===== src/rtl/dec_entry_to_bin_pkg.sv =====
// Shared definitions for dec_entry_to_bin: FSM state encoding and the
// active-low 7-segment (a..g) pattern table used by the optional digit echo.
package dec_entry_to_bin_pkg;

  typedef enum logic [1:0] {
    ST_IDLE  = 2'd0,
    ST_ACCUM = 2'd1,
    ST_HOLD  = 2'd2
  } state_t;

  localparam logic [3:0] SEG_BLANK_IDX = 4'd10;

  // Entry k is the pattern for digit k, written a..g from MSB to LSB; entry 10 is blank.
  localparam logic [10:0][6:0] SEG7_TABLE = {
    7'b1111111,  // blank
    7'b0000100,  // 9
    7'b0000000,  // 8
    7'b0001111,  // 7
    7'b0100000,  // 6
    7'b0100100,  // 5
    7'b1001100,  // 4
    7'b0000110,  // 3
    7'b0010010,  // 2
    7'b1001111,  // 1
    7'b0000001   // 0
  };

endpackage


===== src/rtl/dec_entry_to_bin_seg7_encode.sv =====
// Digit to active-low 7-segment pattern (index 0 = segment a); codes above 9 show blank.
// Only present when DIGIT_ECHO_EN is defined, since only the echo path uses it.
`ifdef DIGIT_ECHO_EN
module seg7_encode
  import dec_entry_to_bin_pkg::*;
(
  input  logic [3:0] i_digit,
  output logic [0:6] o_seg
);

  assign o_seg = (i_digit <= 4'd9) ? SEG7_TABLE[i_digit] : SEG7_TABLE[SEG_BLANK_IDX];

endmodule
`endif


===== src/rtl/dec_entry_to_bin.sv =====
// Keypad-style decimal entry: accumulates BCD digits MSD first and commits a binary result
// held under a valid/ready handshake. Define DIGIT_ECHO_EN to add the seg_echo display output.
module dec_entry_to_bin
  import dec_entry_to_bin_pkg::*;
#(
  parameter int NUM_DIGITS = 2,
  parameter int N          = 7
) (
  input  logic         clk,
  input  logic         rst,
  input  logic [3:0]   digit_in,
  input  logic         digit_valid,
  input  logic         enter,
  input  logic         clear,
  output logic [N-1:0] result,
  output logic         result_valid,
  input  logic         result_ready,
  output logic         bad_digit,
`ifdef DIGIT_ECHO_EN
  output logic [0:6]   seg_echo,
`endif
  output logic         overflow
);

  localparam int CW = $clog2(NUM_DIGITS + 1);
  localparam logic [CW-1:0] MAX_COUNT = CW'(NUM_DIGITS);

  state_t         r_state, w_state_nxt;
  logic [N-1:0]   r_acc, w_acc_nxt, w_mac;
  logic [CW-1:0]  r_count, w_count_nxt;
  logic [N-1:0]   r_result, w_result_nxt;
  logic           r_result_valid, w_result_valid_nxt;
  logic           r_bad_digit, w_bad_digit_nxt;
  logic           r_overflow, w_overflow_nxt;
  logic           w_entry, w_clear, w_digit_ok, w_accept, w_release;

  assign w_entry    = (r_state != ST_HOLD);
  assign w_clear    = w_entry && clear;
  assign w_digit_ok = digit_valid && (digit_in <= 4'd9);
  assign w_accept   = w_entry && !clear && w_digit_ok && (r_count < MAX_COUNT);
  assign w_release  = (r_state == ST_HOLD) && r_result_valid && result_ready;
  assign w_mac      = N'(({4'b0000, r_acc} << 3) + ({4'b0000, r_acc} << 1) + (N+4)'(digit_in));

  // Next-state and datapath decisions for the entry FSM.
  always_comb begin
    w_state_nxt        = r_state;
    w_acc_nxt          = r_acc;
    w_count_nxt        = r_count;
    w_result_nxt       = r_result;
    w_result_valid_nxt = r_result_valid;
    w_bad_digit_nxt    = 1'b0;
    w_overflow_nxt     = r_overflow;
    case (r_state)
      ST_IDLE, ST_ACCUM: begin
        if (clear) begin
          w_acc_nxt      = '0;
          w_count_nxt    = '0;
          w_overflow_nxt = 1'b0;
          w_state_nxt    = ST_IDLE;
        end else begin
          w_bad_digit_nxt = digit_valid && (digit_in > 4'd9);
          if (w_digit_ok && (r_count == MAX_COUNT)) begin
            w_overflow_nxt = 1'b1;
          end else begin
            w_overflow_nxt = r_overflow;
          end
          if (w_accept) begin
            w_acc_nxt   = w_mac;
            w_count_nxt = r_count + 1'b1;
            w_state_nxt = ST_ACCUM;
          end else begin
            w_acc_nxt = r_acc;
          end
          if (enter && (w_accept || (r_state == ST_ACCUM))) begin
            w_result_nxt       = w_accept ? w_mac : r_acc;
            w_result_valid_nxt = 1'b1;
            w_state_nxt        = ST_HOLD;
          end else begin
            w_result_valid_nxt = r_result_valid;
          end
        end
      end
      ST_HOLD: begin
        if (w_release) begin
          w_acc_nxt          = '0;
          w_count_nxt        = '0;
          w_result_valid_nxt = 1'b0;
          w_overflow_nxt     = 1'b0;
          w_state_nxt        = ST_IDLE;
        end else begin
          w_state_nxt = ST_HOLD;
        end
      end
      default: begin
        w_state_nxt = ST_IDLE;
      end
    endcase
  end

  // State and output registers; rst overrides every other input.
  always_ff @(posedge clk) begin
    if (rst) begin
      r_state        <= ST_IDLE;
      r_acc          <= '0;
      r_count        <= '0;
      r_result       <= '0;
      r_result_valid <= 1'b0;
      r_bad_digit    <= 1'b0;
      r_overflow     <= 1'b0;
    end else begin
      r_state        <= w_state_nxt;
      r_acc          <= w_acc_nxt;
      r_count        <= w_count_nxt;
      r_result       <= w_result_nxt;
      r_result_valid <= w_result_valid_nxt;
      r_bad_digit    <= w_bad_digit_nxt;
      r_overflow     <= w_overflow_nxt;
    end
  end

  assign result       = r_result;
  assign result_valid = r_result_valid;
  assign bad_digit    = r_bad_digit;
  assign overflow     = r_overflow;

`ifdef DIGIT_ECHO_EN
  logic [3:0] r_echo_code;

  // Last accepted digit, blanked whenever the entry is discarded or released.
  always_ff @(posedge clk) begin
    if (rst) begin
      r_echo_code <= SEG_BLANK_IDX;
    end else if (w_clear || w_release) begin
      r_echo_code <= SEG_BLANK_IDX;
    end else if (w_accept) begin
      r_echo_code <= digit_in;
    end else begin
      r_echo_code <= r_echo_code;
    end
  end

  seg7_encode u_seg7_encode (
    .i_digit (r_echo_code),
    .o_seg   (seg_echo)
  );
`endif

endmodule


===== config.mk =====
export PLATFORM = sky130hd
export DESIGN_NAME = dec_entry_to_bin
export DESIGN_NICKNAME = d
export VERILOG_FILES = /design/src/rtl/dec_entry_to_bin_pkg.sv /design/src/rtl/dec_entry_to_bin_seg7_encode.sv /design/src/rtl/dec_entry_to_bin.sv
export SDC_FILE = /design/constraint.sdc
export NUM_CORES = 1
export LEC_CHECK = 0
export CAP_MARGIN = 15
export CORE_MARGIN = 2
export CORE_UTILIZATION = 46
export CTS_CLUSTER_SIZE = 25
export DETAILED_ROUTE_END_ITERATION = 7
export PLACE_DENSITY = 0.74
export SLEW_MARGIN = 5
export SYNTH_ARGS = -nofsm -noshare
export SYNTH_HDL_FRONTEND = slang
export SYNTH_SLANG_ARGS = --single-unit

===== constraint.sdc =====
create_clock -name clk -period 2.1 [get_ports clk]
set_input_delay 0.21 -clock clk [delete_from_list [all_inputs] [get_ports clk]]
set_output_delay 0.21 -clock clk [all_outputs]
set_load 0.02 [all_outputs]

==> results by group <==
Run status
  – Outcome: complete, but fails checks
  – Failing checks: negative setup slack

Power
  – Sw Pwr: between 0.2 and 0.25 mW
  – Clock Power Share: 25.8%
  – Seq pwr share: between 50% and 60%
  – Sw frac: approximately 28%
  – PD cells: about 510 nW/µm²
  – Pleak: 0.663 nW
  – Cell Int Power: 0.573 mW
  – Combinational power share: around 22%
  – Peak VDD IR: approximately 0.33 mV

Die
  – Chip Width: ~54 µm
  – Starting Density: a little under half
  – Die H: roughly 54 µm
  – Die Area: just under 3000 µm²
  – IO Pins: 20
  – # rows: 18
  – Placeable Area: between 2000 and 2500 µm²

Global route
  – Largest net degree at the start of global routing: 15
  – Vias in the first global route: between 1,000 and 1,500
  – Initial antenna violation count: 0
  – First-pass GRT wire length: 4250 µm
  – Gr usage total: about a fifth
  – Total gr overflow: 0

Clocking
  – TritonCTS clock tree: built
  – CTS Buffer Depth: 2
  – Hold Buf Count CTS: 0
  – Clock Latency Late Sink: 0.31 ns
  – H-Tree Depth: 1
  – CTS root buf: clkbuf_4
  – CTS Sinks: 21
  – Clock-pin slew on the worst setup and hold paths: approximately 0.13 ns
  – Total CTS buffers: 3

Layout
  – Final core utilization: approximately 65%
  – # fillers: 200
  – Fin nets: 180
  – Layout cells sized above 1: about a quarter
  – Layout area overhead: 36.3%
  – Antenna cells: 0

Synth
  – Post-synth top area cell: dfxtp_1
  – Post-synth EDFFs: 0
  – Post-synthesis sequential area ratio: a little over a third
  – Cell with the most instances after synthesis: dfxtp_1
  – Mapped Nets: roughly 140
  – Synthesis Warnings: 0
  – Synth Instances: ~120
  – Post-Synthesis Cell Area: 1150 µm²
  – Yosys reg bits: 21
  – Yosys cell types: 38
  – Top cells by area, synth: dfxtp_1 37%, ha_1 9.8%, nand2_1 4.9%
  – FFs w/ async S/R, synth: 0%
  – Average size of a mapped cell: roughly 9.3 µm²
  – Ys flop type: dfxtp_1
  – Synth cell count leaders: 21 x dfxtp_1, 15 x nand2_1, 12 x nor2_1
  – Area share of the largest cell type after synthesis: between 30% and 40%

Detailed routing
  – Antenna-violating nets left: 0
  – Initial DRC Count: 12
  – WL/cell: 14.0 µm
  – Via density: 5.45
  – Residual DRC: 0
  – Vias: just over 1,000
  – DRT Wirelength: roughly 2600 µm
  – Pre-antenna DRT Iters: 4

Critical path
  – Crit. Startpoint: r_acc[2]$_SDFFE_PP0P_
  – Critical Path AT: about 2.4 ns
  – Setup CP Type: reg2reg
  – CP Capture Type: flop
  – CP Launch Type: flop
  – Worst R2R Start: r_acc[2]$_SDFFE_PP0P_
  – Critical Path RT: ~2.3 ns
  – Max Fanout on Critical Path: 2

Timing
  – Post-Route Skew: between 0.005 and 0.006 ns
  – Relative slew slack: between 70 and 80%
  – Final period util: 105%
  – Fmax: between 400 and 500 MHz
  – Final min period: between 2 and 2.5 ns
  – RSZ-0062 raised after global routing: yes
  – Hold Worst Slack: between 0.4 and 0.5 ns
  – Slew @ Worst Pin: 0.339 ns
  – Max Slew Vio Count: 0
  – Fin. Hold Viols: 0
  – Worst setup margin: -0.112 ns
  – Final setup vio count: 4

Place
  – Post-DP HPWL: 2050 µm
  – Gpl congestion: just under 0.8
  – Pre-CTS setup slack: -0.492 ns
  – # port buffers: 19

Worst hold path
  – Worst hold path type: reg2reg
  – Hold path start: r_acc[6]$_SDFFE_PP0P_

Run
  – Maximum capacitance violations: 0
## cells in the final DEF, fill, tap and decap left out, drive strengths merged, types with 3 or more instances in the layout
master and count:
a21oi 5, a22o 5, a311oi 6, buf 17, clkbuf 4, clkdlybuf4s50 19, dfxtp 21, ha 9
inv 8, nand2 15, nor2 13, xnor2 3
## registers in the layout (all words and copies together) (netlist names)
register and cells:
overflow 1, result 7, r_count 2, r_acc 7, bad_digit 1, result_valid 1, r_state 2
## per-stage QoR
step | cell area (µm²) | TNS [ns] | std cells | power, mW
2_1_floorplan | 1160 | 0 | 123 | 0.513
3_3_place_gp | 1480 | -1.76 | 181 | 0.586
3_5_place_dp | 1480 | -2.13 | 181 | 0.591
4_1_cts | 1520 | -0.117 | 186 | 0.797
5_1_grt | 1570 | -0.674 | 188 | 0.831
6_report | 1570 | -0.240 | 188 | 0.798
## final cells by class
type | instances | area, µm² | area share [%]
well taps | 30 | 37.5 | 2.40
multi-input cells | 89 | 718 | 45.9
repair buffers | 36 | 330 | 21.1
clock buffers | 4 | 26.3 | 1.68
inverters | 8 | 30.0 | 1.92
flip-flops and latches | 21 | 423 | 27.0
## layer usage
layer,share of wire [%],vias up,track usage [%]
li1,-,509,-
met1,42,495,23.0
met2,55,19,38.2
met3,2.7,2,3.33
met4,0.46,0,6.67
met5,0,-,0
## power groups by stage
| stage | Combinational (mW) | Clock [mW] | Sequential, mW |
|---|---|---|---|
| after floorplan | 0.0771 | 0 | 0.436 |
| after global placement | 0.157 | 0 | 0.428 |
| after detailed placement | 0.162 | 0 | 0.429 |
| after CTS | 0.165 | 0.211 | 0.421 |
| after global routing | 0.188 | 0.221 | 0.422 |
| final | 0.171 | 0.206 | 0.421 |
## critical path, cell delays in order (launching register included)
cell     delay (ns)
dfxtp_2        0.36
inv_2          0.04
fa_1           0.54
inv_2          0.05
fa_2           0.36
buf_4          0.15
xor2_2         0.15
mux2_4         0.27
mux2i_1        0.15
nor2_1         0.05
## final timing paths
| path | end | slack, ns | depth (start not counted) |
|---|---|---|---|
| setup / recovery | result[4]$_SDFFE_PP0P_ | -0.11 | 9 |
| hold / removal | r_acc[6]$_SDFFE_PP0P_ | 0.48 | 1 |
| setup reg to reg | result[4]$_SDFFE_PP0P_ | -0.11 | 9 |
| hold reg to reg | r_acc[6]$_SDFFE_PP0P_ | 0.48 | 1 |
## what timing repair did
action	CTS	global route
setup buffers	1	2
gates resized for setup	4	5
pin swaps	12	2
hold endpoints to repair	0	0
endpoints found under the setup margin	3	4
gates cloned	0	0
## kinds of logic (layout without fill, tap and decap cells)
| group | after synthesis | in the layout | share of synthesized area (%) |
|---|---|---|---|
| simple gates | 42 | 42 | 19.4 |
| compound gates | 29 | 29 | 20.5 |
| flops | 21 | 21 | 36.6 |
| buf+inv | 13 | 48 | 4.57 |
| fa+ha+maj | 11 | 11 | 13.3 |
| xor+xnor | 5 | 5 | 3.81 |
| mux | 2 | 2 | 1.85 |
Note: power is estimated with default switching activity, not from simulation.
